File: src/rtl/button_debouncer.sv
// Dual-channel push-button conditioner: 2-FF synchroniser plus a stable-time
// counter FSM per channel, giving a clean active-low level and a one-cycle press pulse.
module button_debouncer #(
  parameter int CLOCK_FREQ     = 12000000,
  parameter int DEBOUNCE_COUNT = CLOCK_FREQ / 100
) (
  input  logic clk,
  input  logic rst_in_n,
  input  logic btn1_in_n,
  input  logic btn2_in_n,
  output logic req1_out_n,
  output logic req2_out_n,
  output logic press1_out,
  output logic press2_out
);

  localparam int CNT_W = $clog2(DEBOUNCE_COUNT + 1);
  localparam logic [CNT_W-1:0] CNT_LAST = CNT_W'(DEBOUNCE_COUNT - 1);

  typedef enum logic [1:0] {
    RELEASED     = 2'd0,
    PRESS_WAIT   = 2'd1,
    PRESSED      = 2'd2,
    RELEASE_WAIT = 2'd3
  } state_t;

  logic [1:0] btn_n;
  logic [1:0] req_n;
  logic [1:0] press;

  assign btn_n = {btn2_in_n, btn1_in_n};

  generate
    for (genvar gi = 0; gi < 2; gi++) begin : g_ch
      logic             sync0_reg, sync1_reg;
      state_t           state_reg, state_next;
      logic [CNT_W-1:0] cnt_reg, cnt_next;
      logic             req_n_reg, req_n_next;
      logic             press_reg, press_next;

      // Synchroniser resets to the released level so reset release never looks like a press.
      always_ff @(posedge clk or negedge rst_in_n) begin
        if (!rst_in_n) begin
          sync0_reg <= 1'b1;
          sync1_reg <= 1'b1;
        end else begin
          sync0_reg <= btn_n[gi];
          sync1_reg <= sync0_reg;
        end
      end

      always_ff @(posedge clk or negedge rst_in_n) begin
        if (!rst_in_n) begin
          state_reg <= RELEASED;
          cnt_reg   <= '0;
          req_n_reg <= 1'b1;
          press_reg <= 1'b0;
        end else begin
          state_reg <= state_next;
          cnt_reg   <= cnt_next;
          req_n_reg <= req_n_next;
          press_reg <= press_next;
        end
      end

      always_comb begin
        state_next = state_reg;
        cnt_next   = cnt_reg;
        case (state_reg)
          RELEASED: begin
            if (!sync1_reg) begin
              state_next = PRESS_WAIT;
              cnt_next   = '0;
            end
          end
          PRESS_WAIT: begin
            if (sync1_reg) begin
              state_next = RELEASED;
              cnt_next   = '0;
            end else if (cnt_reg == CNT_LAST) begin
              state_next = PRESSED;
              cnt_next   = '0;
            end else begin
              cnt_next = cnt_reg + CNT_W'(1);
            end
          end
          PRESSED: begin
            if (sync1_reg) begin
              state_next = RELEASE_WAIT;
              cnt_next   = '0;
            end
          end
          RELEASE_WAIT: begin
            // A bounce back to pressed returns silently, without a second pulse.
            if (!sync1_reg) begin
              state_next = PRESSED;
              cnt_next   = '0;
            end else if (cnt_reg == CNT_LAST) begin
              state_next = RELEASED;
              cnt_next   = '0;
            end else begin
              cnt_next = cnt_reg + CNT_W'(1);
            end
          end
          default: begin
            state_next = RELEASED;
            cnt_next   = '0;
          end
        endcase
      end

      always_comb begin
        req_n_next = req_n_reg;
        press_next = 1'b0;
        case (state_reg)
          PRESS_WAIT: begin
            if (!sync1_reg && cnt_reg == CNT_LAST) begin
              req_n_next = 1'b0;
              press_next = 1'b1;
            end
          end
          RELEASE_WAIT: begin
            if (sync1_reg && cnt_reg == CNT_LAST) begin
              req_n_next = 1'b1;
            end
          end
          default: begin
            req_n_next = req_n_reg;
          end
        endcase
      end

      assign req_n[gi] = req_n_reg;
      assign press[gi] = press_reg;
    end
  endgenerate

  assign req1_out_n = req_n[0];
  assign req2_out_n = req_n[1];
  assign press1_out = press[0];
  assign press2_out = press[1];

endmodule

File: config.mk
export PLATFORM = sky130hd
export DESIGN_NAME = button_debouncer
export DESIGN_NICKNAME = d
export VERILOG_FILES = /design/src/rtl/button_debouncer.sv
export SDC_FILE = /design/constraint.sdc
export NUM_CORES = 1
export LEC_CHECK = 0
export BUFFER_PORTS_ARGS = -buffer_cell sky130_fd_sc_hd__buf_4
export CORE_ASPECT_RATIO = 1.2
export CORE_MARGIN = 3
export CORE_UTILIZATION = 66
export DETAILED_ROUTE_END_ITERATION = 7
export HOLD_SLACK_MARGIN = 0.12
export PLACE_DENSITY = 0.88
export SLEW_MARGIN = 20
export SYNTH_ARGS = -nofsm -noshare
export SYNTH_HDL_FRONTEND = slang
export SYNTH_SLANG_ARGS = --single-unit
export TNS_END_PERCENT = 5
File: constraint.sdc
create_clock -name clk -period 4.9 [get_ports clk]
set_input_delay 0.245 -clock clk [delete_from_list [all_inputs] [get_ports clk]]
set_output_delay 0.245 -clock clk [all_outputs]
set_load 0.03 [all_outputs]
# Yosys cells after proc, flatten, opt, wreduce, memory -nomap -nowiden
# Cells that the tools add are included.
# totals
register_bits	46
inputBits	4
out_inout_bits	4
elab_cells	86
# op_classes
n_addsub	2
eq_ne	20
muxes	36
n_reduce_logical	16
# op_table
op	count
2-to-1 mux 17 bit	10
case mux 17 bit (4 select lines)	2
adder 17 x 1 -> 17 bit, second input constant	2
equality test 17 bit, second input constant	2
2-to-1 mux 2 bit	12
inequality test 2 bit, second input constant	8
case mux 2 bit (4 select lines)	2
inequality test 3 bit, second input constant	4
equality test 2 bit, second input constant	4
2-to-1 mux 1 bit	8
AND reduction 4 bit	2
AND reduction 3 bit	2
equality test 2 x 1 -> 1 bit, second input constant	2
logical AND 1 bit	4
logical NOT 2 bit	2
case mux 1 bit (2 select lines)	2
AND reduction 2 bit	2
nonzero test 2 bit	2
logical NOT 1 bit	2

# Logic depth before layout (Yosys ltp)
# Gate-level depths: netlist (run 1).
# depth
word_depth	4
depth_mapped	7
ltp_nobuf	6

# Least setup slack after synthesis (run 1)
# No wires, ideal clock.
# synth_path
path_kind	reg-to-reg
startpoint	register g_ch[0].cnt_reg[11]
endpoint	register g_ch[0].cnt_reg[4]
setup_time_ns	0.121
arrival_time_ns	1.818
t_required_ns	4.779
slack_ns	2.961
path_stages_with_launch	7
path_buffers	1
period_less_slack_ns	1.939
cell_sequence	dfrtp_1 > or4b_4 > nor4_4 > or2_1 > buf_6 > o22ai_2 > a22o_1
# synth_via
elab_chain_len	4
word_cells_on_any_way	5
classes_between	eq/ne: 1; mux: 4
# synth_rtl
element	line	rtl
start, declared	37	logic [CNT_W-1:0] cnt_reg, cnt_next;
start signal, assigned	60	cnt_reg <= cnt_next;
equality test 17 bit *	80, 98	
2-to-1 mux 17 bit *	80, 98	
2-to-1 mux 17 bit, on equally long branches	95, 77	
case mux 17 bit (4 select lines) *	69	case (state_reg)
# Mark *: on every way between the ends. The rest lies on a longest branch, timed or not.
# A chain may end at the register's enable or synchronous reset.

# Final worst setup path (run 1)
# Ends and elaborated chain as after synthesis.

==> flow_summary.ini, run 1 <==
[outcome]
status = finished, final reports clean

[synth]
ys_async_sr_fraction_pct = 100
synth_ff_type = dfrtp_1
synth_nets = 260
ys_seq_area_share_pct = 49.2
synth_seq_cells = 46
avgSynthCellArea_sq_um = 9.28
netlist_area_sq_um = 2360
ys_types = 44
synth-edff-count = 0
synth_warnings = 0
synthCells = 254

[power]
p_leak_uw = 0.00104
sw_frac_of_total_pct = 32.6
peakVddDrop_mv = 0.204
seq_power_share_pct = 52.2
internal_power_uw = 562
power.density_nw_per_um2 = 329
pwr-share-comb_pct = 20.3
p_switching_uw = 272
clock_power_share_pct = 27.5
power_uw = 834

[detailed_routing]
dr.pass1.iters = 4
vias_per_cell = 6.47
drt_iter0_markers = 176
drtAntennaViolNets = 0
wl_per_cell_um = 15.5
drc = 0
route.vias.total = 1953
routed_wirelength_um = 4690

[setup_path]
startpoint = g_ch[0].cnt_reg[11]
cp_cell_sequence = or4b_4 -> nor4_4 -> or2_1 -> o22ai_2 -> a22o_1
rr_startpoint = g_ch[0].cnt_reg[11]
critical_path_class = register to register
path_delay_family = simple AND/OR/NAND/NOR gates
crit_path_top_delay_cell = or4b_4
slowest_delay_ns = 0.55
worstPathRequired_ns = 5.09
worstPathMaxFanout = 9
crit_path_end_kind = register
critical_path.startpoint_type = register
path_buf_inv = 0
arrival_ns = 2.42

[placement]
routabilityCongestion = 0.901
port_buffers = 7
dp_hpwl_um = 3160

[timing]
worst_pin_slew_ns = 1.08
post-route-min-period_ns = 2.22
hold_violations = 0
fin_skew_ns = 0.0113
post-route-period-util_pct = 45.4
grt_setup_unrepaired = no
tns_ns = 0
finalMaxSlewViolations = 0
finalSetupViolCount = 0
max_slew_margin_pct = 27.8
fmax_ghz = 0.450

[layout]
n_antenna_cell = 0
largest_reg_flops = 34
drive_above_1_share_pct = 10.6
area_growth_syn_to_layout_pct = 7.54
nets = 270

[floorplanning]
die_h_um = 71.5
die-area_sq_um = 4330
initial_core_util_pct = 69.4
dieWidth_um = 60.5
num_rows = 23
ios = 8
coreArea_sq_um = 3400

[global_route]
antenna_found_initial = 0
grt_max_degree = 47
grt_pass1_wl_um = 8090
grt_usage_pct = 24.4
first_global_vias = 1886
grt_overflow = 0

[cts]
cts_resized = 0
cts_hold_buf = 3
htreeDepth = 2
cts_buffers = 5
clk_path_buf_depth = 2
cts_tree = built
clock-sinks = 46
clk_pin_slew_ns = 0.09
insertion_delay_ns = 0.30
ctsRootBufferMaster = clkbuf_8
post_cts_buffers = 0

[worst_hold_path]
hold_path.class = register to register
hp-start = g_ch[1].sync0_reg

[run]
maxCapViolations = 0
-- per-layer routing --
metal  global-route usage, %  up-vias  share of wire, %
li1                        -      939                 -
met3                    4.32       11               3.3
met2                    41.1       40                52
met4                    10.4        0               2.1
met1                    30.4      963                43
met5                       0        -                 0
-- final cells by class --
type	count	area, sq um
Fill cell	242	862
Clock buffer	6	72.6
Multi-Input combinational cell	189	1110
Tap cell	37	46.3
Sequential cell	46	1160
Timing Repair Buffer	10	82.6
Clock inverter	2	13.8
Inverter	12	45.0
-- path summary, 6_finish.rpt --
check	end	slack, ns	depth (start not counted)
min in group asynchronous	g_ch[0].cnt_reg[12]	0.47	2
setup / recovery	g_ch[0].cnt_reg[4]	2.68	5
setup reg to reg	g_ch[0].cnt_reg[4]	2.68	5
max in group asynchronous	g_ch[1].sync0_reg	4.04	2
hold / removal	g_ch[1].sync1_reg	0.37	0
hold reg to reg	g_ch[1].sync1_reg	0.37	0
-- placed cells by master (no fill, tap or decap), types with 6 or more instances in the layout --
master   count
nand3_1     19
buf_4        7
nor2_1      13
mux2i_1      7
inv_1       12
dfrtp_1     40
o21ai_0     18
dfstp_2      6
nand4_1      9
a21oi_1     21
nand2_1     31
nor3_1      10
or3_1       10
-- power by group through the flow --
stage | logic, uW | registers (uW) | clock network [uW]
CTS | 167 | 434 | 233
floorplan | 134 | 434 | 0
global route | 192 | 442 | 248
global placement | 156 | 439 | 0
detailed placement | 164 | 442 | 0
finish | 169 | 436 | 229
-- kinds of logic (layout without fill, tap and decap cells) --
| family | count (synthesis) | count (layout) | share of synthesized area (%) |
|---|---|---|---|
| compound gates | 57 | 57 | 14.3 |
| buf+inv | 19 | 30 | 3.72 |
| xor+xnor | 3 | 3 | 1.12 |
| fa+ha+maj | 2 | 2 | 1.06 |
| flops | 46 | 46 | 49.2 |
| simple gates | 120 | 120 | 27.7 |
| mux | 7 | 7 | 2.97 |
-- through the flow --
step	utilization (%)	setup WS (ns)	hold WS (ns)	instances	area, sq um
floorplan	-	2.96	-0.0506	254	2360
global placement	71.0	2.65	0.267	291	2410
detailed placement	71.0	2.54	0.270	291	2410
CTS	74.5	2.52	0.369	302	2530
global route	74.6	2.56	0.372	302	2530
finish	74.6	2.68	0.368	302	2530
-- synthesized netlist by cell type, types with 2 or more instances --
library cell / count / area, sq um
a21o_1: 5 / 37.5
a21oi_1: 21 / 105
a22o_1: 3 / 26.3
a31oi_1: 2 / 12.5
and2_1: 2 / 12.5
and3_1: 2 / 12.5
and4_1: 3 / 26.3
buf_6: 2 / 22.5
clkbuf_1: 4 / 15.0
dfrtp_1: 40 / 1000
dfstp_2: 6 / 158
ha_1: 2 / 25.0
inv_1: 12 / 45.0
mux2i_1: 7 / 70.1
nand2_1: 31 / 116
nand3_1: 19 / 95.1
nand4_1: 9 / 56.3
nand4b_1: 5 / 43.8
nor2_1: 15 / 56.3
nor3_1: 10 / 50.1
nor4_1: 3 / 18.8
o211ai_1: 2 / 15.0
o21ai_0: 18 / 90.1
or3_1: 10 / 62.6
xnor2_1: 2 / 17.5
(Power assumes the default switching activity.)
==> inputs of run 2 (changes only) <==
- CORE_UTILIZATION: 66 -> 55
- PLACE_DENSITY: 0.88 -> 0.79
- clock period: 4.9 -> 1.9 ns (I/O delays scaled with it)
==> flow_summary.ini, run 2 (synthesis gave the netlist of run 1 again) <==
[power]
power.density_nw_per_um2 = 855
peakVddDrop_mv = 0.595
p_leak_uw = 0.00114
power_uw = 2340

[layout]
nets = 289
n_antenna_cell = 0
fillers = 300
most-common-layout-cells = 40 x dfrtp_1, 31 x nand2_1, 25 x buf_4
layout_commonest_cell = dfrtp_1
largest_reg_flops = 34
area_growth_syn_to_layout_pct = 16.2
drive_above_1_share_pct = 18.0

[timing]
worst_pin_slew_ns = 1.11
post-route-period-util_pct = 101
max_slew_margin_pct = 26.0
tns_ns = -0.0390
finalMaxSlewViolations = 0
fin_ws_ns = -0.0220
post-route-min-period_ns = 1.92
fin_hold_ws_ns = 0.327
fin_skew_ns = 0.00303
finalSetupViolCount = 4
fmax_ghz = 0.520
hold_violations = 0
grt_setup_unrepaired = yes

[floorplanning]
die-area_sq_um = 5110
initial_core_util_pct = 58.4
num_rows = 25
coreArea_sq_um = 4040
ios = 8
die_h_um = 77.7
dieWidth_um = 65.7

[placement]
routabilityCongestion = 0.877
dp_hpwl_um = 3290
pre_cts_ws_ns = -0.0231
port_buffers = 7

[detailed_routing]
dr.pass1.iters = 4
wl_per_cell_um = 14.1
drtAntennaViolNets = 0
drc = 0
route.vias.total = 1976
drt_iter0_markers = 162
routed_wirelength_um = 4750
vias_per_cell = 5.85

[outcome]
status = complete, but fails checks
failed_checks = setup timing

[global_route]
grt_pass1_wl_um = 8380
first_global_vias = 1949
antenna_found_initial = 0
grt_usage_pct = 20.8
grt_max_degree = 47
grt_overflow = 0

[run]
maxCapViolations = 0

[setup_path]
cp_cell_sequence = xnor2_1 -> nor2_1 -> nor2_1 -> a21oi_1
crit_path_end_kind = register
critical_path_class = register to register
worstPathMaxFanout = 17
slowest_delay_ns = 0.85
crit_path_top_delay_cell = nor2_1
crit_top_cell = nor2_1
path_delay_family = simple AND/OR/NAND/NOR gates
worstPathRequired_ns = 2.13
arrival_ns = 2.15
critical_path.startpoint_type = register
path_buf_inv = 0

[cts]
htreeDepth = 2
clock-sinks = 46
insertion_delay_ns = 0.30
clk_pin_slew_ns = 0.08
clk_path_buf_depth = 2
cts_tree = built
post_cts_buffers = 0
cts_buffers = 5
ctsRootBufferMaster = clkbuf_8

[worst_hold_path]
hold_path.class = input port to asynchronous set/reset pin
## run 2: through the flow
step / instances / instance area, sq um / utilization, %
CTS: 338 / 2720 / 67.4
finish: 338 / 2740 / 67.8
floorplan: 254 / 2360 / -
detailed placement: 327 / 2580 / 63.8
global placement: 327 / 2580 / 63.8
global route: 338 / 2740 / 67.8
## run 2: area by class of cell
cell class                 instances  area [sq um]  area share (%)
inverter                          12          45.0            1.65
multi-input combinational        189          1130            41.2
tap                               54          67.6            2.47
clock inverter                     2          37.5            1.37
clock buffer                       6          72.6            2.65
sequential                        46          1160            42.3
timing repair buffer              29           229            8.36
## run 2: what timing repair did
action / in CTS / in global routing
gates resized for setup: 2 / 6
endpoints found under the hold margin: 42 / 0
pin swaps: 0 / 3
hold buffers: 3 / 0
setup endpoints to repair: 5 / 19
## run 2: report_power, final
part	switching, uW	internal (uW)	total, uW
combinational	299	199	497
sequential	73.6	1050	1120
clock	331	393	723
## run 2: metal layers
metal / track usage, % / up-vias / part of all wire [%]
li1: - / 989 / -
met5: 0 / - / 0
met1: 24.5 / 940 / 43
met2: 35.2 / 36 / 52
met3: 4.49 / 11 / 3.2
met4: 9.96 / 0 / 2.1
## run 2: final timing paths
path / start / end / slack (ns) / cells after the start
setup / recovery: g_ch[0].sync1_reg / g_ch[0].cnt_reg[5] / -0.02 / 4
hold reg to reg: g_ch[0].sync0_reg / g_ch[0].sync1_reg / 0.36 / 0
setup reg to reg: g_ch[0].sync1_reg / g_ch[0].cnt_reg[5] / -0.02 / 4
min in group clk: g_ch[0].sync0_reg / g_ch[0].sync1_reg / 0.36 / 0
hold / removal: rst_in_n / g_ch[0].cnt_reg[12] / 0.33 / 2
max in group asynchronous: rst_in_n / g_ch[1].sync1_reg / 1.19 / 2
==> inputs of run 3 (changes only) <==
- REMOVE_ABC_BUFFERS: default -> 1
==> flow_summary.ini, run 3 (synthesis gave the netlist of run 1 again) <==
[outcome]
status = complete, but fails checks
failed_checks = setup timing

[global_route]
grt_max_degree = 47
grt_usage_pct = 22.2
grt_overflow = 0
first_global_vias = 2038
antenna_found_initial = 0
grt_pass1_wl_um = 8800

[cts]
clk_path_buf_depth = 2
cts_tree = built
clk_pin_slew_ns = 0.09
cts_buffers = 5
insertion_delay_ns = 0.30
clock-sinks = 46
htreeDepth = 2
ctsRootBufferMaster = clkbuf_8

[setup_path]
crit_path_top_delay_cell = or4b_4
slowest_delay_ns = 0.56
cp_cell_sequence = or4b_4 -> nor4_4 -> or2_4 -> o22ai_2 -> a22o_1
worstPathMaxFanout = 7
critical_path_class = register to register
crit_path_end_kind = register
path_buf_inv = 0
regToRegSetupSlack_ns = -0.09
worstPathRequired_ns = 2.10
path_delay_family = simple AND/OR/NAND/NOR gates
arrival_ns = 2.18
critical_path.startpoint_type = register

[layout]
multiInputGateArea_sq_um = 1190
drive_above_1_share_pct = 26.7
most-common-layout-cells = 40 x dfrtp_1, 35 x buf_4, 31 x nand2_1
final_area_sq_um = 2880
n_antenna_cell = 0
area_growth_syn_to_layout_pct = 22.3
nets = 301
layout_commonest_cell = dfrtp_1
regArea_sq_um = 1160
fillers = 299
largest_reg_flops = 34

[power]
sw_frac_of_total_pct = 32.8
p_switching_uw = 765
internal_power_uw = 1570
power_uw = 2340
clock_power_share_pct = 25.6
p_leak_uw = 0.00122
peakVddDrop_mv = 0.699
seq_power_share_pct = 47.8
power.density_nw_per_um2 = 811
pwr-share-comb_pct = 26.5

[timing]
post-route-min-period_ns = 1.99
post-route-period-util_pct = 105
fmax_ghz = 0.504
finalSetupViolCount = 15
finalMaxSlewViolations = 0
grt_setup_unrepaired = yes
fin_hold_ws_ns = 0.322
worst_pin_slew_ns = 0.835
hold_violations = 0
max_slew_margin_pct = 44.2
fin_ws_ns = -0.0856
fin_skew_ns = 0.00529

[placement]
dp_hpwl_um = 3600
routabilityCongestion = 0.890
port_buffers = 7
post_dp_cell_area_sq_um = 2650

[floorplanning]
die-area_sq_um = 5110
coreArea_sq_um = 4040
ios = 8
num_rows = 25
die_h_um = 77.7
dieWidth_um = 65.7
initial_core_util_pct = 58.4

[detailed_routing]
vias_per_cell = 5.89
route.vias.total = 2062
routed_wirelength_um = 5410
drc = 0
drt_iter0_markers = 130
dr.pass1.iters = 4
wl_per_cell_um = 15.4
drtAntennaViolNets = 0

[run]
maxCapViolations = 0

[worst_hold_path]
hold_path.class = input port to asynchronous set/reset pin
[run 3: path summary, 6_finish.rpt]
| check | cells past startpoint | startpoint | end |
|---|---|---|---|
| min | 2 | rst_in_n | g_ch[0].cnt_reg[12] |
| min reg2reg | 0 | g_ch[0].sync0_reg | g_ch[0].sync1_reg |
| min in group clk | 0 | g_ch[0].sync0_reg | g_ch[0].sync1_reg |
| max in group asynchronous | 2 | rst_in_n | g_ch[0].sync0_reg |
| max | 5 | g_ch[0].cnt_reg[13] | g_ch[0].cnt_reg[4] |
| max reg2reg | 5 | g_ch[0].cnt_reg[13] | g_ch[0].cnt_reg[4] |
[run 3: per-stage QoR]
stage | setup slack (ns) | utilization (%) | cells | setup TNS [ns]
after floorplan | -0.0598 | - | 247 | -0.165
after global placement | -0.0250 | 65.7 | 337 | -0.0519
after detailed placement | -0.0739 | 65.7 | 337 | -0.249
after CTS | 0.0225 | 68.9 | 348 | 0
after global routing | -0.171 | 71.4 | 350 | -2.33
final | -0.0856 | 71.4 | 350 | -0.457
[run 3: worst reg2reg max path, delay by kind of cell (launching register included)]
family | cells | cell delay, ns
and+or+nand+nor | 3 | 1.24
AOI/OAI and AO/OA | 2 | 0.26
DFF | 1 | 0.39
[run 3: metal layers]
| layer | track usage [%] | share of wire (%) |
|---|---|---|
| met2 | 36.6 | 53 |
| met3 | 5.07 | 2.8 |
| met4 | 10.4 | 2.1 |
| met5 | 0 | 0 |
| met1 | 27.1 | 42 |
[run 3: repair_timing]
action | 4_1_cts | 5_1_grt
setup buffers | 0 | 3
endpoints found under the hold margin | 42 | 0
pin swaps | 1 | 9
cloned | 0 | 0
gates resized for setup | 3 | 29
setup endpoints to repair | 17 | 20
hold buffers | 3 | 0
[run 3: cell type report]
class / instances / share of cell area (%)
Timing Repair Buffer: 41 / 11.3
Sequential cell: 46 / 40.2
Tap cell: 54 / 2.35
Clock buffer: 5 / 2.39
Clock inverter: 3 / 0.738
Inverter: 12 / 1.56
Multi-Input combinational cell: 189 / 41.4
[run 3: power groups by stage]
stage	clock, uW	sequential (uW)	combinational (uW)
after floorplan	0	1120	308
after global placement	0	1130	505
after detailed placement	0	1130	523
after CTS	611	1110	539
after global routing	651	1130	692
final	599	1120	619
